===== src/rtl/pe_config_loader.sv =====
// Front end for the PE array: assembles 8-bit control words from a nibble stream
// into shadow registers, then holds the PEs enabled while it runs on them.
module pe_shadow_word (
    input  logic       clock,
    input  logic       reset,
    input  logic       we,
    input  logic [7:0] din,
    output logic [7:0] q
);
    always_ff @(posedge clock) begin
        if (reset)   q <= '0;
        else if (we) q <= din;
    end
endmodule

module pe_config_loader #(
    parameter int NUM_PE = 4
) (
    input  logic                  clock,
    input  logic                  reset,
    input  logic                  start,
    input  logic                  halt,
    input  logic                  cfg_valid,
    input  logic [3:0]            cfg_nibble,
    output logic                  cfg_ready,
    output logic [8*NUM_PE-1:0]   ctrl_bus,
    output logic                  pe_en,
    output logic                  loading,
    output logic [7:0]            run_count
);
    localparam int IDX_W = (NUM_PE > 1) ? $clog2(NUM_PE) : 1;
    localparam logic [IDX_W-1:0] LAST = IDX_W'(NUM_PE - 1);

    typedef enum logic [1:0] {IDLE, LOAD, RUN} state_t;

    state_t                 state, state_nxt;
    logic [IDX_W-1:0]       idx;
    logic                   ph;
    logic [3:0]             hi;
    logic                   hs, wr_word, clr;
    logic [NUM_PE-1:0][7:0] shadow;

    assign cfg_ready = (state == LOAD);
    assign loading   = cfg_ready;
    assign pe_en     = (state == RUN);
    assign ctrl_bus  = shadow;

    // halt takes priority over a nibble offered in the same cycle
    assign hs      = cfg_valid && cfg_ready && !halt;
    assign wr_word = hs && ph;
    assign clr     = (state != LOAD) && start && !halt;

    always_ff @(posedge clock) begin
        if (reset) state <= IDLE;
        else       state <= state_nxt;
    end

    always_comb begin
        state_nxt = state;
        case (state)
            IDLE: if (start && !halt) state_nxt = LOAD;
            LOAD: begin
                if (halt)                         state_nxt = IDLE;
                else if (wr_word && idx == LAST)  state_nxt = RUN;
            end
            RUN: begin
                if (halt)       state_nxt = IDLE;
                else if (start) state_nxt = LOAD;
            end
            default: state_nxt = IDLE;
        endcase
    end

    always_ff @(posedge clock) begin
        if (reset) begin
            idx       <= '0;
            ph        <= 1'b0;
            hi        <= '0;
            run_count <= '0;
        end else if (clr) begin
            idx       <= '0;
            ph        <= 1'b0;
            run_count <= '0;
        end else begin
            if (hs) begin
                ph <= ~ph;
                if (!ph)              hi  <= cfg_nibble;
                else if (idx != LAST) idx <= idx + IDX_W'(1);
            end
            if (state == RUN && run_count != 8'hFF) run_count <= run_count + 8'd1;
        end
    end

    for (genvar i = 0; i < NUM_PE; i++) begin : g_word
        pe_shadow_word u_word (
            .clock (clock),
            .reset (reset),
            .we    (wr_word && idx == IDX_W'(i)),
            .din   ({hi, cfg_nibble}),
            .q     (shadow[i])
        );
    end
endmodule


===== config.mk =====
export PLATFORM = sky130hd
export DESIGN_NAME = pe_config_loader
export DESIGN_NICKNAME = d
export VERILOG_FILES = /design/src/rtl/pe_config_loader.sv
export SDC_FILE = /design/constraint.sdc
export NUM_CORES = 1
export LEC_CHECK = 0
export CORE_ASPECT_RATIO = 1.2
export CORE_MARGIN = 2
export CORE_UTILIZATION = 43
export CTS_CLUSTER_SIZE = 40
export DETAILED_ROUTE_END_ITERATION = 7
export PLACE_DENSITY = 0.84
export SYNTH_ARGS = -nofsm -noshare
export SYNTH_HDL_FRONTEND = slang
export SYNTH_SLANG_ARGS = --single-unit
export TNS_END_PERCENT = 10

===== constraint.sdc =====
create_clock -name clock -period 1.46 [get_ports clock]
set_clock_uncertainty 0.1 [all_clocks]
set_input_delay 0.292 -clock clock [delete_from_list [all_inputs] [get_ports clock]]
set_output_delay 0.292 -clock clock [all_outputs]
set_load 0.005 [all_outputs]

==> run metrics <==
WP data required=1.59 ns; worst-margin pin slew=0.388 ns; Std-Cell Rows=27; Post-Synth Simple-Gate Area=18.9%; Synth Area in XOR/XNOR=1.31%; reg-to-reg slack, setup=-0.06 ns; RSZ-0062 raised after global routing=yes; core area=4530 um2; DIE WIDTH=66.3 um; count of cell types in the netlist=37; nets@finish=292; CTS Buffer Depth=2; cts bufs inserted=5; Worst Setup Path Type=reg2reg; initial drt markers=a little under 80; Bufs and invs on worst path=1; vias in the first global route=1628; GR Overflow Total=0; TritonRoute pass-1 iters=4; worst r2r path cells=5; max_cap viols=0; mux share of post-synthesis cell area=between 10% and 20%; initial antenna violation count=0; Yosys Warn Count=0; hpwl dp=3.28 mm; placed instance area=2760 um2; switch share=21.1%; Sw Pwr=0.509 mW; Residual DRC=0; Seq/Total Area, Yosys=49.0%; post-DR wirelength/cell=about 14 um; Top Metal Used=met4; hold path depth=3; internal power=between 1.5 and 2 mW; count of inserted antenna diode cells=0; met3 wire len=between 200 and 300 um; Post-Route WL=4.76 mm; power share of the combinational group=4.7%; syn_nets=~210; Final min period=between 1.5 and 2 ns; drt via density=roughly 5.1; Final Hold Vio Count=0; Worst-Skew Late Latency=0.30 ns; Synth Area in Compound Gates=5.63%; GP Congestion=between 0.7 and 0.8; pin count of the biggest net entering global routing=25; Crit-path slowest cell=or4_4; end of the worst register-to-register path=run_count[5]; max incr delay on CP=0.53 ns; Clk network pwr share=39.8%; CP endpoint kind=register; status=finished with violations; adder-cell area share of the yosys netlist=3.13%; count of final max-slew check failures=0; commonest non-fill, non-tap cell in the layout=nor2_1; Seq cells post-synth=between 40 and 50; crit path launch=state[0]; final clock period utilization by the worst path=104%; first-pass GRT wire length=7.59 mm; routed wl met2=2.45 mm; placed cells=325; Seq pwr share=a little under three fifths; pwr dens=806 nW/um2; worst slack, placed=-0.332 ns; WL met1=1.95 mm; Initial Util=approximately 44%; Worst-path clk slew=0.08 ns; Ports=52; Post-Syn Instances=199; Sink Count=49; failing checks=setup timing; layout cells sized above 1=32.6%; R2R Path Start=state[0]; Leakage=1.57 nW; final setup fails=10; most frequent cells in the layout=nor2_1 (41), dlygate4sd2_1 (38), mux2i_1 (37); die span in y=78.7 um; Finished Cell Area=2990 um2; Cell Area, Synth=2000 um2; Tot Pwr=2.41 mW; Final ANT Viol Nets=0; hold_sp=halt; Hold EP=state[1]; Port Buf Inserts=51; worst vdd ir=~0.68 mV; kind of start point of the critical path=register; Peak Freq=0.657 GHz; signal arrival time at the worst endpoint=roughly 1.7 ns; main combinational cell family by area after synthesis=simple AND/OR/NAND/NOR gates; gr usage total=roughly a fifth; Layout Cells excl Fill=337; relative slew slack=roughly 74%; WP depth=5; Setup TNS=-0.296 ns; Syn-to-layout area delta=49.3%; Mapped Avg Cell Area=10.1 um2; CTS tree=built; Worst Path Max Fanout=5; CP top delay family=simple AND/OR/NAND/NOR gates; post-route worst setup slack=-0.0624 ns; CP Cell Sequence=nand2b_4 > clkinv_4 > nand4_4 > or4_4 > a21oi_2; Hold Crit Class=in2reg; Clk Tree Root Cell=clkbuf_8; full die area=5220 um2; CTS H-tree depth=2; routed vias=1711
repair_timing:
| item | in CTS | in global routing |
|---|---|---|
| resized for setup | 86 | 24 |
| buffers inserted | 1 | 3 |
| pin swaps | 1 | 8 |
| hold buffers | 0 | 0 |
| setup endpoints to repair | 69 | 39 |
cell usage after synthesis, drive strengths merged:
cell type  count  area, um2
xnor2          1       8.76
dfxtp         49        981
clkbuf         5       18.8
nor3           2       10.0
or4            1       7.51
inv            5       18.8
o2111ai        1       8.76
nand2          6       22.5
mux2i         37        370
a21oi          6       30.0
nor3b          1       7.51
and3b          2       17.5
nor4           1       12.5
nor2b          2       12.5
o311a          1       10.0
nand3          7       50.1
nand4bb        1       11.3
a21o           1       7.51
o21ai          5       25.0
clkinv         1       8.76
nor2          41        154
and2b          1       7.51
and2           1       6.26
ha             5       62.6
or3            1       6.26
buf            4       23.8
nand2b         2       20.0
xor2           2       17.5
a311oi         1       8.76
o31ai          3       22.5
or2            1       6.26
nand4          2       27.5
tightest hold or removal path, cell delays in order:
cell and delay, ns:
dlygate4sd2_1 0.25, buf_6 0.15, nor3b_2 0.04
state kept, by name, summed over array words and instances, names as in the netlist:
| signal | cells |
|---|---|
| run_count | 8 |
| g_word.u_word.q | 32 |
| state | 2 |
| hi | 4 |
| ph | 1 |
| idx | 2 |
per-layer routing:
metal	global-route usage (%)	vias up
met2	31.8	53
met5	0	-
met1	23.0	816
met4	5.71	0
met3	5.52	8
li1	-	834
power by group through the flow:
stage / clock (mW) / sequential (mW) / combinational (mW)
final: 0.960 / 1.34 / 0.113
after global routing: 1.05 / 1.34 / 0.122
after CTS: 0.980 / 1.34 / 0.109
after detailed placement: 0 / 1.37 / 0.108
after global placement: 0 / 1.37 / 0.107
after floorplan: 0 / 1.37 / 0.0412
cells by family after synthesis:
kind of cell             count (synthesis)
buffers and inverters                   15
flip-flops                              49
adder cells (fa/ha/maj)                  5
AO/OA/AOI/OAI                           18
AND/OR/NAND/NOR                         72
multiplexers                            37
XOR/XNOR                                 3
layout make-up:
class	count	area (um2)
well taps	58	72.6
inverters	6	27.5
repair buffers	81	732
multi-input cells	135	1010
flip-flops and latches	49	1030
clock buffers	6	72.6
fillers	395	1540
clock inverters	2	38.8
worst max path at each step:
stage,slack (ns),end
finish,-0.06,run_count[5]
floorplan,0.003,g_word[3].u_word.q[6]
detailed placement,-0.33,g_word[3].u_word.q[3]
global placement,-0.31,hi[3]
global route,-0.11,run_count[5]
CTS,-0.11,run_count[3]
metrics by stage:
step,utilization [%],hold WS [ns]
detailed placement,61.0,0.383
CTS,63.9,0.328
global placement,61.0,0.374
finish,66.0,0.367
global route,66.0,0.381
floorplan,-,0.268
Note: power is estimated with default switching activity, not from simulation.
==> edit: new RTL, same settings <==
Set the parameter `NUM_PE` to 2 (it was 4).
--- a/src/rtl/pe_config_loader.sv
+++ b/src/rtl/pe_config_loader.sv
@@ -14,7 +14,7 @@
 endmodule
 
 module pe_config_loader #(
-    parameter int NUM_PE = 4
+    parameter int NUM_PE = 2
 ) (
     input  logic                  clock,
     input  logic                  reset,
Ports: changed (resized ctrl_bus); port bits go from 52 to 36. No check against the original RTL was run, so the function may have changed too.
==> edit against the original RTL <==
- utilization is 1.2 points lower
- sequential cell count is 17 lower
- the flow still finishes with violations (setup timing)
- wire length is 32% lower
- critical path depth is 1 lower
- largest power group unchanged
- final area is 35% lower
- setup slack worse by 0.014 ns
- sequential power is 35% lower
- power is 33% lower
- synthesized area is 34% lower
==> edit: results (changes against the original RTL) <==
* Status: finished with violations (unchanged)
* Failing checks: setup timing (unchanged)
* Post-DP HPWL at 2.29 mm (was 3.28 mm)
* Layout cells sized above 1 at 34.4% (was 32.6%)
* Worst-path clk slew at 0.10 ns (was 0.08 ns)
* Largest net degree at the start of global routing at 23 (was 25)
* Vias in the first global route at 1236 (was 1628)
* Post-synth top area share at 48.5% (was 49.0%)
* Worst R2R End: run_count[7]$_SDFFE_PP0P_ (was run_count[5]$_SDFFE_PP0P_)
* Worst-Skew Late Latency at 0.34 ns (was 0.30 ns)
* Rel. slew slack at 75.9% (was 74.1%)
* Placed cell areas at 1770 µm² (was 2760 µm²)
* Hold Path Class: reg2reg (was in2reg)
* Port Buffer Count at 35 (was 51)
* Synth Area in XOR/XNOR at 3.98% (was 1.31%)
* Initial DRC count at 14 (was 78)
* Gpl congestion at 0.786 (was 0.764)
* Netlist cell types at 35 (was 37)
* Clock group at 0.000675 W (was 0.000960 W)
* Mux cell area share after synthesis at 15.9% (was 18.5%)
* Maximum fanout along the worst path at 4 (was 5)
* Hold Path Origin: g_word[1].u_word.q[4]$_SDFFE_PP0P_ (was halt)
* Final setup viols at 20 (was 10)
* Global-route wire length before repair at 5.49 mm (was 7.59 mm)
* End of the worst hold path: g_word[1].u_word.q[4]$_SDFFE_PP0P_ (was state[1]$_SDFFE_PP0P_)
* Setup WS post-layout at -0.0762 ns (was -0.0624 ns)
* Final wirelength at 3.24 mm (was 4.76 mm)
* # fillers at 263 (was 395)
* Top area cells in the synthesized netlist: dfxtp_1 49%, mux2i_1 16%, nor2_1 8.0% (was dfxtp_1 49%, mux2i_1 19%, nor2_1 7.7%)
* Post-synthesis register bit count at 32 (was 49)
* Seq/Total Area, Yosys at 48.5% (was 49.0%)
* Syn_nets at 139 (was 213)
* Root Driver: clkbuf_4 (was clkbuf_8)
* Largest regs: g_word.u_word.q (16), run_count (8), hi (4) (was g_word.u_word.q (32), run_count (8), hi (4))
* Fin cells at 225 (was 337)
* Peak VDD IR at 0.689 mV (was 0.680 mV)
## edit: how the worst max path moves through the flow
| stage | start | end | slack [ns] | cells after the start |
|---|---|---|---|---|
| floorplan | run_count[0]$_SDFFE_PP0P_ | run_count[1]$_SDFFE_PP0P_ | 0.0009 | 5 |
| global placement | halt | hi[3]$_SDFFE_PP0P_ | -0.40 | 5 |
| detailed placement | halt | hi[0]$_SDFFE_PP0P_ | -0.44 | 5 |
| CTS | state[1]$_SDFFE_PP0P_ | cfg_ready | -0.15 | 3 |
| global route | state[1]$_SDFFE_PP0P_ | g_word[0].u_word.q[4]$_SDFFE_PP0P_ | -0.14 | 6 |
| finish | state[0]$_SDFFE_PP0P_ | run_count[7]$_SDFFE_PP0P_ | -0.08 | 4 |
## edit: critical path: stages, from the launching register on
cell,delay [ns]
dfxtp_2,0.35
buf_4,0.14
nand4b_1,0.26
or4_4,0.47
a21oi_2,0.15
## edit: stage by stage
step           utilization (%)  worst slack [ns]
2_1_floorplan                -          0.000899
3_3_place_gp              59.0            -0.397
3_5_place_dp              59.0            -0.435
4_1_cts                   64.6            -0.155
5_1_grt                   64.8            -0.137
6_report                  64.8           -0.0762
## edit: layout make-up
class / count / area, µm² / area share (%)
well taps: 36 / 45.0 / 2.32
clock inverters: 3 / 42.5 / 2.19
inverters: 1 / 3.75 / 0.193
clock buffers: 5 / 37.5 / 1.93
repair buffers: 58 / 489 / 25.2
flip-flops and latches: 32 / 679 / 34.9
multi-input cells: 90 / 647 / 33.3
## edit: timing repair
action,in CTS,in global routing
setup buffers,10,0
setup endpoints to repair,38,29
pin swaps,1,2
resized for setup,62,5
## edit: metal layers
metal | up-vias | track usage, %
li1 | 568 | -
met1 | 552 | 23.5
met2 | 42 | 35.7
met3 | 4 | 8.99
met4 | 0 | 8.13
met5 | - | 0
